`src/rtl/ring_pkg.sv`:
```
// ring_pkg: ring flit type codes, command codes and FSM state type shared by the ring endpoints.
package ring_pkg;
  localparam logic [1:0] FLIT_HEAD = 2'b01;
  localparam logic [1:0] FLIT_BODY = 2'b10;
  localparam logic [1:0] FLIT_TAIL = 2'b11;
  localparam logic [4:0] INST_REP_CMD = 5'b00111;
  localparam logic [4:0] INSTREQ_CMD = 5'b00110;
  localparam int CMD_HI = 12;
  localparam int CMD_LO = 8;
  typedef enum logic [1:0] {IDLE, RECV, DROP} dl_st_e;
endpackage

```
`src/rtl/ic_download.sv`:
```
// ic_download: assembles instruction-fill replies from the ring or local memory into one cache block.
module ic_download
  import ring_pkg::*;
#(
  parameter int FLIT_W   = 16,
  parameter int DATA_W   = 128,
  parameter int NUM_DATA = 8
) (
  input  logic              clk,
  input  logic              rst,
  input  logic              v_flit,
  input  logic [FLIT_W-1:0] flit,
  input  logic [1:0]        ctrl,
  input  logic              v_mem_rep,
  input  logic [DATA_W-1:0] mem_rep,
  output logic              ic_download_state,
  output logic              v_inst_4word,
  output logic [DATA_W-1:0] inst_4word
);
  localparam int CW = $clog2(NUM_DATA) + 1;
  dl_st_e            st_q;
  logic [CW-1:0]     cnt_q;
  logic              pend_q, v_q;
  logic [DATA_W-1:0] blk_q, blk_d, out_q;
  logic              take, is_head, is_body, is_tail, last, done, wr;
  assign take    = v_flit & ~pend_q;
  assign is_head = take && ctrl == FLIT_HEAD;
  assign is_body = take && ctrl == FLIT_BODY;
  assign is_tail = take && ctrl == FLIT_TAIL;
  assign last    = cnt_q == CW'(NUM_DATA - 1);
  assign done    = st_q == RECV && is_tail && last;
  assign wr      = st_q == RECV && (is_body || done);
  always_comb begin
    blk_d = blk_q;
    for (int i = 0; i < NUM_DATA; i++)
      if (wr && cnt_q == CW'(i)) blk_d[i*FLIT_W +: FLIT_W] = flit;
  end
  // A completed block that collides with a local reply waits in blk_q; the
  // ring is stalled meanwhile so blk_q cannot be overwritten.
  always_ff @(posedge clk or negedge rst) begin
    if (!rst) begin
      st_q   <= IDLE;
      cnt_q  <= '0;
      pend_q <= 1'b0;
      v_q    <= 1'b0;
      blk_q  <= '0;
      out_q  <= '0;
    end else begin
      v_q   <= pend_q | v_mem_rep | done;
      blk_q <= blk_d;
      if (pend_q) begin
        out_q  <= blk_q;
        pend_q <= 1'b0;
      end else if (v_mem_rep) begin
        out_q  <= mem_rep;
        pend_q <= done;
      end else if (done) out_q <= blk_d;
      if (is_head && st_q != DROP) begin
        st_q  <= flit[CMD_HI:CMD_LO] == INST_REP_CMD ? RECV : DROP;
        cnt_q <= '0;
      end else if (is_body && st_q == RECV) begin
        cnt_q <= cnt_q + 1'b1;
        if (last) st_q <= DROP;
      end else if (is_tail) st_q <= IDLE;
    end
  end
  assign ic_download_state = ~pend_q;
  assign v_inst_4word      = v_q;
  assign inst_4word        = out_q;
endmodule

```
`config.mk`:
```
export PLATFORM = sky130hd
export DESIGN_NAME = ic_download
export DESIGN_NICKNAME = d
export VERILOG_FILES = /design/src/rtl/ring_pkg.sv /design/src/rtl/ic_download.sv
export SDC_FILE = /design/constraint.sdc
export NUM_CORES = 1
export LEC_CHECK = 0
export CAP_MARGIN = 20
export CORE_MARGIN = 2
export CORE_UTILIZATION = 54
export CTS_BUF_LIST = sky130_fd_sc_hd__clkbuf_8
export CTS_CLUSTER_SIZE = 14
export DETAILED_ROUTE_END_ITERATION = 8
export PLACE_DENSITY = 0.92
export SLEW_MARGIN = 20
export SYNTH_ARGS = -nofsm -noshare
export SYNTH_HDL_FRONTEND = slang
export SYNTH_SLANG_ARGS = --single-unit
```
`constraint.sdc`:
```
create_clock -name clk -period 2.6 [get_ports clk]
set_input_delay 0.52 -clock clk [delete_from_list [all_inputs] [get_ports clk]]
set_output_delay 0.52 -clock clk [all_outputs]
set_load 0.01 [all_outputs]
```
Word-level counts from Yosys, hierarchy flattened
Index checks and enable logic that the tools add are counted.
Storage, ports and cells
  bits in registers: 264
  input port bits: 150
  word-level logic and storage cells: 67
Cells by class
  add/subtract/negate cells: 1
  eq/ne operators: 14
  multiplexer cells: 20
  bitwise operators: 4
  reduce and logical (&&, ||, !) cells: 22
Operator list (count)
  2-to-1 mux 128 bit: 3
  2-to-1 mux 16 bit: 8
  == test 4 x 3 -> 1 bit, second input constant: 4
  logical AND 1 bit: 16
  2-to-1 mux 2 bit: 5
  == test 4 x 2 -> 1 bit, second input constant: 2
  2-to-1 mux 4 bit: 2
  nonzero test 3 bit: 2
  == test 5 x 3 -> 1 bit, second input constant: 1
  adder 4 x 1 -> 4 bit, second input constant: 1
  == test 2 x 1 -> 1 bit, second input constant: 2
  == test 2 bit, second input constant: 2
  == test 4 x 1 -> 1 bit, second input constant: 1
  logical NOT 4 bit: 1
  inequality test 3 bit, second input constant: 1
  2-to-1 mux 1 bit: 2
  inequality test 2 bit, second input constant: 1
  OR 1 bit: 2
  AND reduction 2 bit: 1
  nonzero test 2 bit: 1
  AND 1 bit: 1
  logical OR 1 bit: 1
  inverter 1 bit: 1

Longest topological paths before layout
Gate-level depths: netlist (run 1).
  word-level depth: 12
  mapped depth: 8
  mapped depth without buffers: 6

Worst setup path before layout (run 1)
No wires, ideal clock.
  path kind: input to register
  start: input ctrl[0]
  end: register out_q[72], in the netlist inst_4word[72]
  setup time: 0.095 ns
  arrival time: 2.025 ns
  setup slack: 0.479 ns
  stages: 6
  path buffers: 2
  cell sequence: buf_2 -> and2b_1 -> nor4_4 -> buf_2 -> mux2_2 -> o31ai_1
On the way
  word-level cells in the longest chain between the ends: 11
  elaborated cells on any way between the ends: 14
Ends and longest elaborated chain
  start, declared: RTL line ic_download.sv:13  | input logic [1:0] ctrl,
  == test 2 bit: RTL line ic_download.sv:29  | assign is_tail = take && ctrl == FLIT_TAIL;
  logical AND 1 bit: RTL line ic_download.sv:29
  logical AND 1 bit (2 in a row): RTL line ic_download.sv:31  | assign done = st_q == RECV && is_tail && last;
  logical OR 1 bit: RTL line ic_download.sv:32  | assign wr = st_q == RECV && (is_body || done);
  logical AND 1 bit: RTL line ic_download.sv:32
  logical AND 1 bit: RTL line ic_download.sv:36  | if (wr && cnt_q == CW'(i)) blk_d[i*FLIT_W +: FLIT_W] = flit;
  2-to-1 mux 16 bit: RTL line ic_download.sv:36
  2-to-1 mux 128 bit: RTL line ic_download.sv:57  | end else if (done) out_q <= blk_d;
  2-to-1 mux 128 bit: RTL line ic_download.sv:54  | end else if (v_mem_rep) begin
  2-to-1 mux 128 bit: RTL line ic_download.sv:51  | if (pend_q) begin
  end signal, assigned: RTL line ic_download.sv:52  | out_q <= blk_q;
  end signal, assigned: RTL line ic_download.sv:55  | out_q <= mem_rep;
  end signal, assigned: RTL line ic_download.sv:57
  end, declared: RTL line ic_download.sv:24  | logic [DATA_W-1:0] blk_q, blk_d, out_q;
Parallel ways exist; a longest one is shown, timed or not. The select of a mux whose other input is x is not followed.
A chain may end at the register's enable or synchronous reset.

Final worst setup path (run 1)
  start: register cnt_q[0]
  end: register out_q[95], in the netlist inst_4word[95]
On the way
  word-level cells in the longest chain between the ends: 9
  elaborated cells on any way between the ends: 11
Ends and longest elaborated chain
  start, declared: RTL line ic_download.sv:22  | logic [CW-1:0] cnt_q;
  start signal, assigned: RTL line ic_download.sv:62  | cnt_q <= cnt_q + 1'b1;
  == test 4 x 3 -> 1 bit: RTL line ic_download.sv:30  | assign last = cnt_q == CW'(NUM_DATA - 1);
  logical AND 1 bit: RTL line ic_download.sv:31
  logical OR 1 bit: RTL line ic_download.sv:32
  logical AND 1 bit: RTL line ic_download.sv:32
  logical AND 1 bit: RTL line ic_download.sv:36
  2-to-1 mux 16 bit: RTL line ic_download.sv:36
  2-to-1 mux 128 bit: RTL line ic_download.sv:57
  2-to-1 mux 128 bit: RTL line ic_download.sv:54
  2-to-1 mux 128 bit: RTL line ic_download.sv:51
Parallel ways exist; a longest one is shown, timed or not. The select of a mux whose other input is x is not followed.

==> results of run 1 <==
## cell usage in the layout, fill, tap and decap left out, drive strengths merged, types with 49 or more instances in the layout
cell type,instances
a21oi,50
buf,56
clkbuf,61
clkdlybuf4s50,277
dfrtp,264
mux2,177
mux2i,64
nand2b,66
nor2,135
o21ai,66
o311a,64
o31ai,49
## per-layer routing
metal / global-route usage, % / vias to the layer above
li1: - / 5098
met1: 43.4 / 5705
met2: 49.5 / 702
met3: 5.66 / 114
met4: 14.1 / 0
met5: 0 / -
## worst paths after layout
| path | endpoint | slack, ps | cells after the start |
|---|---|---|---|
| worst max register to register | inst_4word[95]$_DFFE_PN0P_ | 300 | 6 |
| max in group asynchronous | inst_4word[82]$_DFFE_PN0P_ | 1210 | 3 |
| worst max-delay path | inst_4word[95]$_DFFE_PN0P_ | 300 | 6 |
| min in group asynchronous | inst_4word[44]$_DFFE_PN0P_ | 540 | 2 |
| worst min-delay path | pend_q$_DFF_PN0_ | 460 | 2 |
| worst min register to register | blk_q[120]$_DFF_PN0_ | 490 | 1 |
## flip-flops by register name (all words and copies together) (netlist names)
name          flops
st_q              2
blk_q           128
v_inst_4word      1
cnt_q             4
pend_q            1
inst_4word      128
## where the power goes
part | total [mW] | internal, mW | switching (mW)
combinational | 1.33 | 0.686 | 0.646
sequential | 4.36 | 4.25 | 0.110
clock | 3.65 | 2.02 | 1.63
total | 9.34 | 6.95 | 2.38
## critical path, stage by stage (launching register included)
cell	delay (ps)
dfrtp_1	450
ha_1	250
and2b_1	290
nor4_4	340
buf_12	250
mux2_2	360
o31ai_1	230
## metrics by stage
step,setup TNS (ps),utilization [%],area (µm²),std cells,hold slack (ps)
after floorplan,0,-,13800,1262,224
after CTS,0,71.6,18000,1871,441
after detailed placement,-30.8,68.1,17200,1800,480
after global routing,0,71.6,18000,1871,475
after global placement,0,68.1,17200,1800,469
final,0,71.6,18000,1871,461
## layout make-up
class	count	area [µm²]
Clock inverter	10	41.3
Tap cell	330	413
Clock buffer	60	826
Inverter	11	41.3
Sequential cell	264	6610
Multi-Input combinational cell	861	6570
Timing Repair Buffer	335	3540
Fill cell	1641	7140
## cell families (layout without fill, tap and decap cells)
logic type                 count (synthesis)  after routing
muxes                                    241            241
DFF                                      264            264
xor gates and xnor gates                   2              2
and+or+nand+nor                          299            299
AOI/OAI and AO/OA                        315            315
adders and majority gates                  4              4
buffers and inverters                    137            416
==> flow_summary.ini, run 1 <==
[detailed_routing]
viasPerCell = 6.21
met2_length_um = 19400
wl_met1_um = 17000
drc = 0
postRouteAntennaNets = 0
wl_per_cell_um = 22.6
top_layer = met4
wl_um = 42300
drt_iter0_markers = 1136
met3_length_um = 4030
via_count = 11600
dr.pass1.iters = 5

[final_layout]
nets = 1668
drive_gt1_share_pct = 19.7
num_antenna_cells = 0
area_growth_pct = 30.5

[floorplan]
dieArea_um2 = 26900
initial_core_util_pct = 54.9
fp-row-count = 58
coreArea_um2 = 25200
io-pin-count = 280
dieHeight_um = 164
dieWidth_um = 164

[setup_path]
critical_path_required_ps = 3030
crit_start = cnt_q[0]$_DFFE_PN0P_
crit_fanout = 32
end_kind = flop
critPathKind = flop to flop
critPathArrivalTime_ps = 2740
startpoint_type = flop
regToRegStartpoint = cnt_q[0]$_DFFE_PN0P_

[cts]
max-clock-path-buffers = 3
clock_latency_ps = 550
cts.sinks = 264
clk_pin_slew_ps = 70
postCtsSetupBuffers = 0
htreeDepth = 2
cts_resized = 0
cts_buffers = 41
cts_root_buffer = clkbuf_8
cts_tree = done
ctsHoldBuffers = 1

[synth]
synth_top_area_cell = dfrtp_1
syn_area_um2 = 13800
syn_inst = 1262
async_reset_ff_share_pct = 100
synth_xor_area_share_pct = 0.127
syn_nets = 1416
synth_warnings = 0
synth_top_cell_area_share_pct = 47.8
synth_seq_cells = 264
yosysMostFrequentCell = dfrtp_1
synth_top_family_by_area = multiplexers
synthAdderAreaFrac_pct = 0.362
synth-seq-area-share_pct = 47.8
synth_commonest_cells = dfrtp_1, mux2_2, nor2_1
muxShareOfSynthArea_pct = 19.1
synth_edf_count = 0
synth_simple_gate_area_share_pct = 11.9
synth.area.top_cells = dfrtp_1, mux2_2, mux2i_1, o311a_1, nor2_1
synth_compound_area_share_pct = 16.1
synth_cell_types = 46
syn_area_per_cell_um2 = 10.9
synth_flop_cell = dfrtp_1

[power]
power_leakage_nw = 8.53
power_mw = 9.34
peakVddDrop_uv = 378
pwr_density_cell_nw_per_um2 = 518

[run_status]
outcome = completed

[global_routing]
grt_antenna_before_repair = 0
overflow = 0
grt_pass1_vias = 11700
grt_max_degree = 178
grt_use_total_pct = 31.7
grt_pass1_wl_um = 65400

[sta]
setup_viol = 0
fin_crit_sh_pct = 88.6
rsz0062_at_grt = no
setup_slack_ps = 295
fmax_mhz = 434
finalHoldViolCount = 0
period_needed_ps = 2300
finClkSkew_ps = 23.1
max_slew_margin_pct = 46.8
maxSlewViolCount = 0
worst_slew_pin_slew_ps = 798

[place]
place.gp.congestion = 0.919
port_buffers = 279
dpl.hpwl_um = 28100
dp_slack_ps = -30.8

[worst_hold_path]
hold_class = input pin to flop
hp-start = v_mem_rep

[job]
drv_cap = 0
(Power assumes the default switching activity.)
==> run 2, diff against run 1 <==
--- a/config.mk
+++ b/config.mk
@@ -7,11 +7,11 @@
 export LEC_CHECK = 0
 export CAP_MARGIN = 20
 export CORE_MARGIN = 2
-export CORE_UTILIZATION = 54
+export CORE_UTILIZATION = 35
 export CTS_BUF_LIST = sky130_fd_sc_hd__clkbuf_8
 export CTS_CLUSTER_SIZE = 14
 export DETAILED_ROUTE_END_ITERATION = 8
-export PLACE_DENSITY = 0.92
+export PLACE_DENSITY = 0.67
 export SLEW_MARGIN = 20
 export SYNTH_ARGS = -nofsm -noshare
 export SYNTH_HDL_FRONTEND = slang
==> run 2 against run 1 <==
- critical path depth stayed put
- power increased by 4.7%
- routed wire length grew 7.3%
- utilization down 24 points
- via count decreased by 2.7%
- register-to-register slack got worse by 90 ps
- design area up 2.6%
- sequential power is essentially flat
- hold slack improved by 28 ps
- first-iteration DRC count shrank 34%
- sequential share of layout area fell by 0.94 points
- clock skew decreased by 4.9 ps
- largest cell class unchanged
- highest routed layer unchanged
==> flow_summary.ini, run 2 (same netlist as run 1, synthesis figures left out) <==
[detailed_routing]
drc = 0
via_count = 11300
viasPerCell = 5.38
wl_um = 45400
dr.pass1.iters = 5
postRouteAntennaNets = 0
wl_per_cell_um = 21.6
drt_iter0_markers = 745

[place]
dpl.hpwl_um = 31000
port_buffers = 279
place.gp.congestion = 0.820

[setup_path]
regToRegStartpoint = cnt_q[0]$_DFFE_PN0P_
critPathKind = flop to flop
critical_path_required_ps = 3060
startpoint_type = flop
crit_start = cnt_q[0]$_DFFE_PN0P_
crit_fanout = 19
end_kind = flop
critPathArrivalTime_ps = 2850

[sta]
max_slew_margin_pct = 49.7
fin_crit_sh_pct = 92.1
setup_viol = 0
rsz0062_at_grt = no
period_needed_ps = 2390
fmax_mhz = 418
maxSlewViolCount = 0
finalHoldViolCount = 0
finalSetupTns_ps = 0
finClkSkew_ps = 18.2
worst_slew_pin_slew_ps = 755

[final_layout]
final_cell_mix = clkdlybuf4s50_1, dfrtp_1, mux2_2, nor2_1
area_growth_pct = 34.0
final_common_cell = clkdlybuf4s50_1
nets = 1699
final_core_util_pct = 47.7
drive_gt1_share_pct = 21.3

[run_status]
outcome = completed

[floorplan]
fp-row-count = 72
dieHeight_um = 203
io-pin-count = 280
dieWidth_um = 203
coreArea_um2 = 38800
initial_core_util_pct = 35.6
dieArea_um2 = 41100

[power]
power_leakage_nw = 8.72
combPwrFrac_pct = 13.8
pwr-share-seq_pct = 44.6
intPower_mw = 7.23
pwr_density_cell_nw_per_um2 = 528
swShare_pct = 26.1
peakVddDrop_uv = 267
p_switching_mw = 2.55
pwr-share-clk_pct = 41.6

[cts]
cts_tree = done
clock_latency_ps = 570
clk_pin_slew_ps = 60
cts_root_buffer = clkbuf_8
cts.sinks = 264
cts_buffers = 46
max-clock-path-buffers = 3
htreeDepth = 2

[global_routing]
grt_pass1_vias = 11300
grt_antenna_before_repair = 2
grt_max_degree = 152
grt_pass1_wl_um = 68800
grt_use_total_pct = 21.7
overflow = 0

[worst_hold_path]
hp-start = blk_q[120]$_DFF_PN0_
hold_class = flop to flop

[job]
drv_cap = 0
run 2: worst max-delay path: stages, from the launching register on:
cell	delay, ps
dfrtp_1	470
ha_1	240
and2b_1	280
nor4_4	360
buf_4	320
mux2_2	370
o31ai_1	220
run 2: power by group through the flow:
stage	clock network, mW	registers (mW)	logic, mW
2_1_floorplan	0	4.45	0.473
3_3_place_gp	0	4.43	1.34
3_5_place_dp	0	4.43	1.36
4_1_cts	4.16	4.36	1.37
5_1_grt	4.33	4.37	1.46
6_report	4.07	4.36	1.35
run 2: layer usage:
metal	part of all wire (%)	GRT usage [%]	vias to the layer above
met1	44	29.8	5588
met4	3.0	6.83	0
met2	46	34.8	441
met3	6.6	4.04	79
met5	0	0	-
li1	-	-	5192
run 2: what timing repair did:
item | CTS | global route
setup endpoints to repair | 1 | 0
resized for setup | 1 | 0
setup buffers | 0 | 0
hold buffers | 1 | 0
endpoints found under the hold margin | 64 | 0
run 2: layout make-up:
class / instances / area (µm²)
well taps: 518 / 648
multi-input cells: 861 / 6570
diodes: 1 / 2.50
clock buffers: 57 / 785
flip-flops and latches: 264 / 6610
clock inverters: 27 / 199
repair buffers: 361 / 3660
fillers: 3590 / 20300
inverters: 11 / 41.3
run 2: path summary, 6_finish.rpt:
| path | endpoint | slack, ps | cells after the start |
|---|---|---|---|
| max | inst_4word[76]$_DFFE_PN0P_ | 210 | 6 |
| min | blk_q[120]$_DFF_PN0_ | 490 | 1 |
| max reg2reg | inst_4word[76]$_DFFE_PN0P_ | 210 | 6 |
| min reg2reg | blk_q[120]$_DFF_PN0_ | 490 | 1 |
| max in group asynchronous | blk_q[29]$_DFF_PN0_ | 1270 | 3 |
| min in group asynchronous | inst_4word[38]$_DFFE_PN0P_ | 510 | 2 |
run 2: per-stage QoR:
step | hold slack (ps) | cell area (µm²) | setup WS [ps] | total power [mW] | instances
4_1_cts | 494 | 18500 | 178 | 9.89 | 2099
5_1_grt | 509 | 18500 | 121 | 10.2 | 2100
2_1_floorplan | 224 | 13800 | 479 | 4.93 | 1262
3_3_place_gp | 473 | 17500 | 37.5 | 5.77 | 2014
3_5_place_dp | 476 | 17500 | -61.7 | 5.79 | 2014
6_report | 489 | 18500 | 205 | 9.78 | 2100
==> run 3, diff against run 2 <==
==> constraint.sdc (replaced) <==
create_clock -name clk -period 2.3 [get_ports clk]
set_input_delay 0.46 -clock clk [delete_from_list [all_inputs] [get_ports clk]]
set_output_delay 0.46 -clock clk [all_outputs]
set_load 0.01 [all_outputs]
==> run 3 against run 2 <==
- worst setup slack lost 130 ps
- cell count grew 1.1%
- sequential power grew 13%
- hold slack lost 120 ps
- register-to-register slack lost 130 ps
- largest power group unchanged
==> flow_summary.ini, run 3 (same netlist as run 1, synthesis figures left out) <==
[cts]
clock_latency_ps = 580
cts_tree = done
cts_root_buffer = clkbuf_8
cts.sinks = 264
htreeDepth = 2
cts_buffers = 47
clk_pin_slew_ps = 60
max-clock-path-buffers = 3

[setup_path]
critical_path_required_ps = 2740
r2r_cells = 9
crit_start = cnt_q[1]$_DFFE_PN0P_
reg2reg_setup_slack_ps = 80
max_stage_delay_ps = 410
worst_path_most_repeated_cell = buf_4
r2r_end = inst_4word[2]$_DFFE_PN0P_
regToRegStartpoint = cnt_q[1]$_DFFE_PN0P_
crit_fanout = 23
critPathArrivalTime_ps = 2660
startpoint_type = flop
critPathKind = flop to flop
crit_path_end = inst_4word[2]$_DFFE_PN0P_
cp_slowest_cell = dfrtp_1
path_cells = ha_2, buf_4, nand3b_4, nor4_4, buf_4, buf_4, buf_12, nor2_1, o311a_1
end_kind = flop

[detailed_routing]
via_count = 11400
drt_iter0_markers = 666
dr.pass1.iters = 5
viasPerCell = 5.37
drc = 0
wl_per_cell_um = 21.9
postRouteAntennaNets = 0
wl_um = 46600

[floorplan]
fp-row-count = 72
dieHeight_um = 203
dieArea_um2 = 41100
coreArea_um2 = 38800
io-pin-count = 280
dieWidth_um = 203
initial_core_util_pct = 35.6

[sta]
fin_crit_sh_pct = 96.7
fmax_mhz = 450
hold_ws_ps = 368
finalHoldViolCount = 0
rsz0062_at_grt = yes
period_needed_ps = 2220
maxSlewViolCount = 0
max_slew_margin_pct = 60.3
setup_viol = 0
setup_slack_ps = 75.7
worst_slew_pin_slew_ps = 595
finClkSkew_ps = 23.2

[power]
pwr_density_cell_nw_per_um2 = 569
peakVddDrop_uv = 314
pwr-share-seq_pct = 46.1
intPower_mw = 7.83
combPwrFrac_pct = 14.4
power_leakage_nw = 8.92
swShare_pct = 26.7
pwr-share-clk_pct = 39.5
p_switching_mw = 2.85

[global_routing]
grt_pass1_vias = 11400
grt_max_degree = 114
grt_pass1_wl_um = 69100
overflow = 0
grt_use_total_pct = 21.7
grt_antenna_before_repair = 2

[place]
place.gp.congestion = 0.842
placed_cells = 2029
port_buffers = 279
dp_slack_ps = -314
dpl.hpwl_um = 30900

[final_layout]
fillers = 3519
final_core_util_pct = 48.4
nets = 1726
final_cell_mix = clkdlybuf4s50_1, dfrtp_1, mux2_2, nor2_1, buf_4
final_common_cell = clkdlybuf4s50_1
fin_cells = 2123
drive_gt1_share_pct = 22.6
area_growth_pct = 35.9

[run_status]
outcome = completed

[worst_hold_path]
hold_class = input pin to asynchronous set/reset pin

[job]
drv_cap = 0
run 3: metrics by stage:
stage	power (mW)	TNS [ps]	instance area [µm²]
2_1_floorplan	5.57	0	13800
3_3_place_gp	6.52	-33590	17600
3_5_place_dp	6.54	-43040	17600
4_1_cts	10.8	0	18500
5_1_grt	11.1	-124	18800
6_report	10.7	0	18800
run 3: what timing repair did:
action,in CTS,in global routing
pin swaps,1,3
cloned,0,6
endpoints found under the setup margin,1,87
setup buffers,0,4
gates resized for setup,0,7
endpoints found under the hold margin,35,0
hold buffers,1,0
run 3: metal layers:
layer	GRT usage, %	up-vias	wire (µm)
met5	0	-	15
met4	7.33	2	1440
met3	4.27	83	3170
met2	33.8	451	21100
met1	30.3	5644	20800
li1	-	5222	-
run 3: power by group through the flow:
stage	clock, mW	sequential (mW)	combinational (mW)
floorplan	0	5.03	0.535
global placement	0	5.00	1.52
detailed placement	0	5.00	1.54
CTS	4.29	4.92	1.55
global route	4.52	4.94	1.66
finish	4.22	4.92	1.54
run 3: worst min-delay path by stage:
stage | endpoint | cells past startpoint
after detailed placement | inst_4word[24]$_DFFE_PN0P_ | 1
final | inst_4word[30]$_DFFE_PN0P_ | 2
after global placement | inst_4word[24]$_DFFE_PN0P_ | 1
after floorplan | blk_q[0]$_DFF_PN0_ | 0
after CTS | inst_4word[77]$_DFFE_PN0P_ | 3
after global routing | inst_4word[41]$_DFFE_PN0P_ | 2
run 3: layout make-up:
class	instances	area, µm²	share of cell area, %
flip-flops and latches	264	6610	35.2
well taps	518	648	3.45
multi-input cells	861	6600	35.1
clock buffers	57	785	4.18
clock inverters	24	105	0.560
diodes	1	2.50	0.0133
inverters	11	41.3	0.220
repair buffers	387	4000	21.3
run 3: worst max-delay path: cells and delay by family, from the launching register on:
family          cells  cell delay, ps
compound gates      1             300
fa+ha+maj           1             220
buf+inv             4             680
flops               1             410
simple gates        3             460
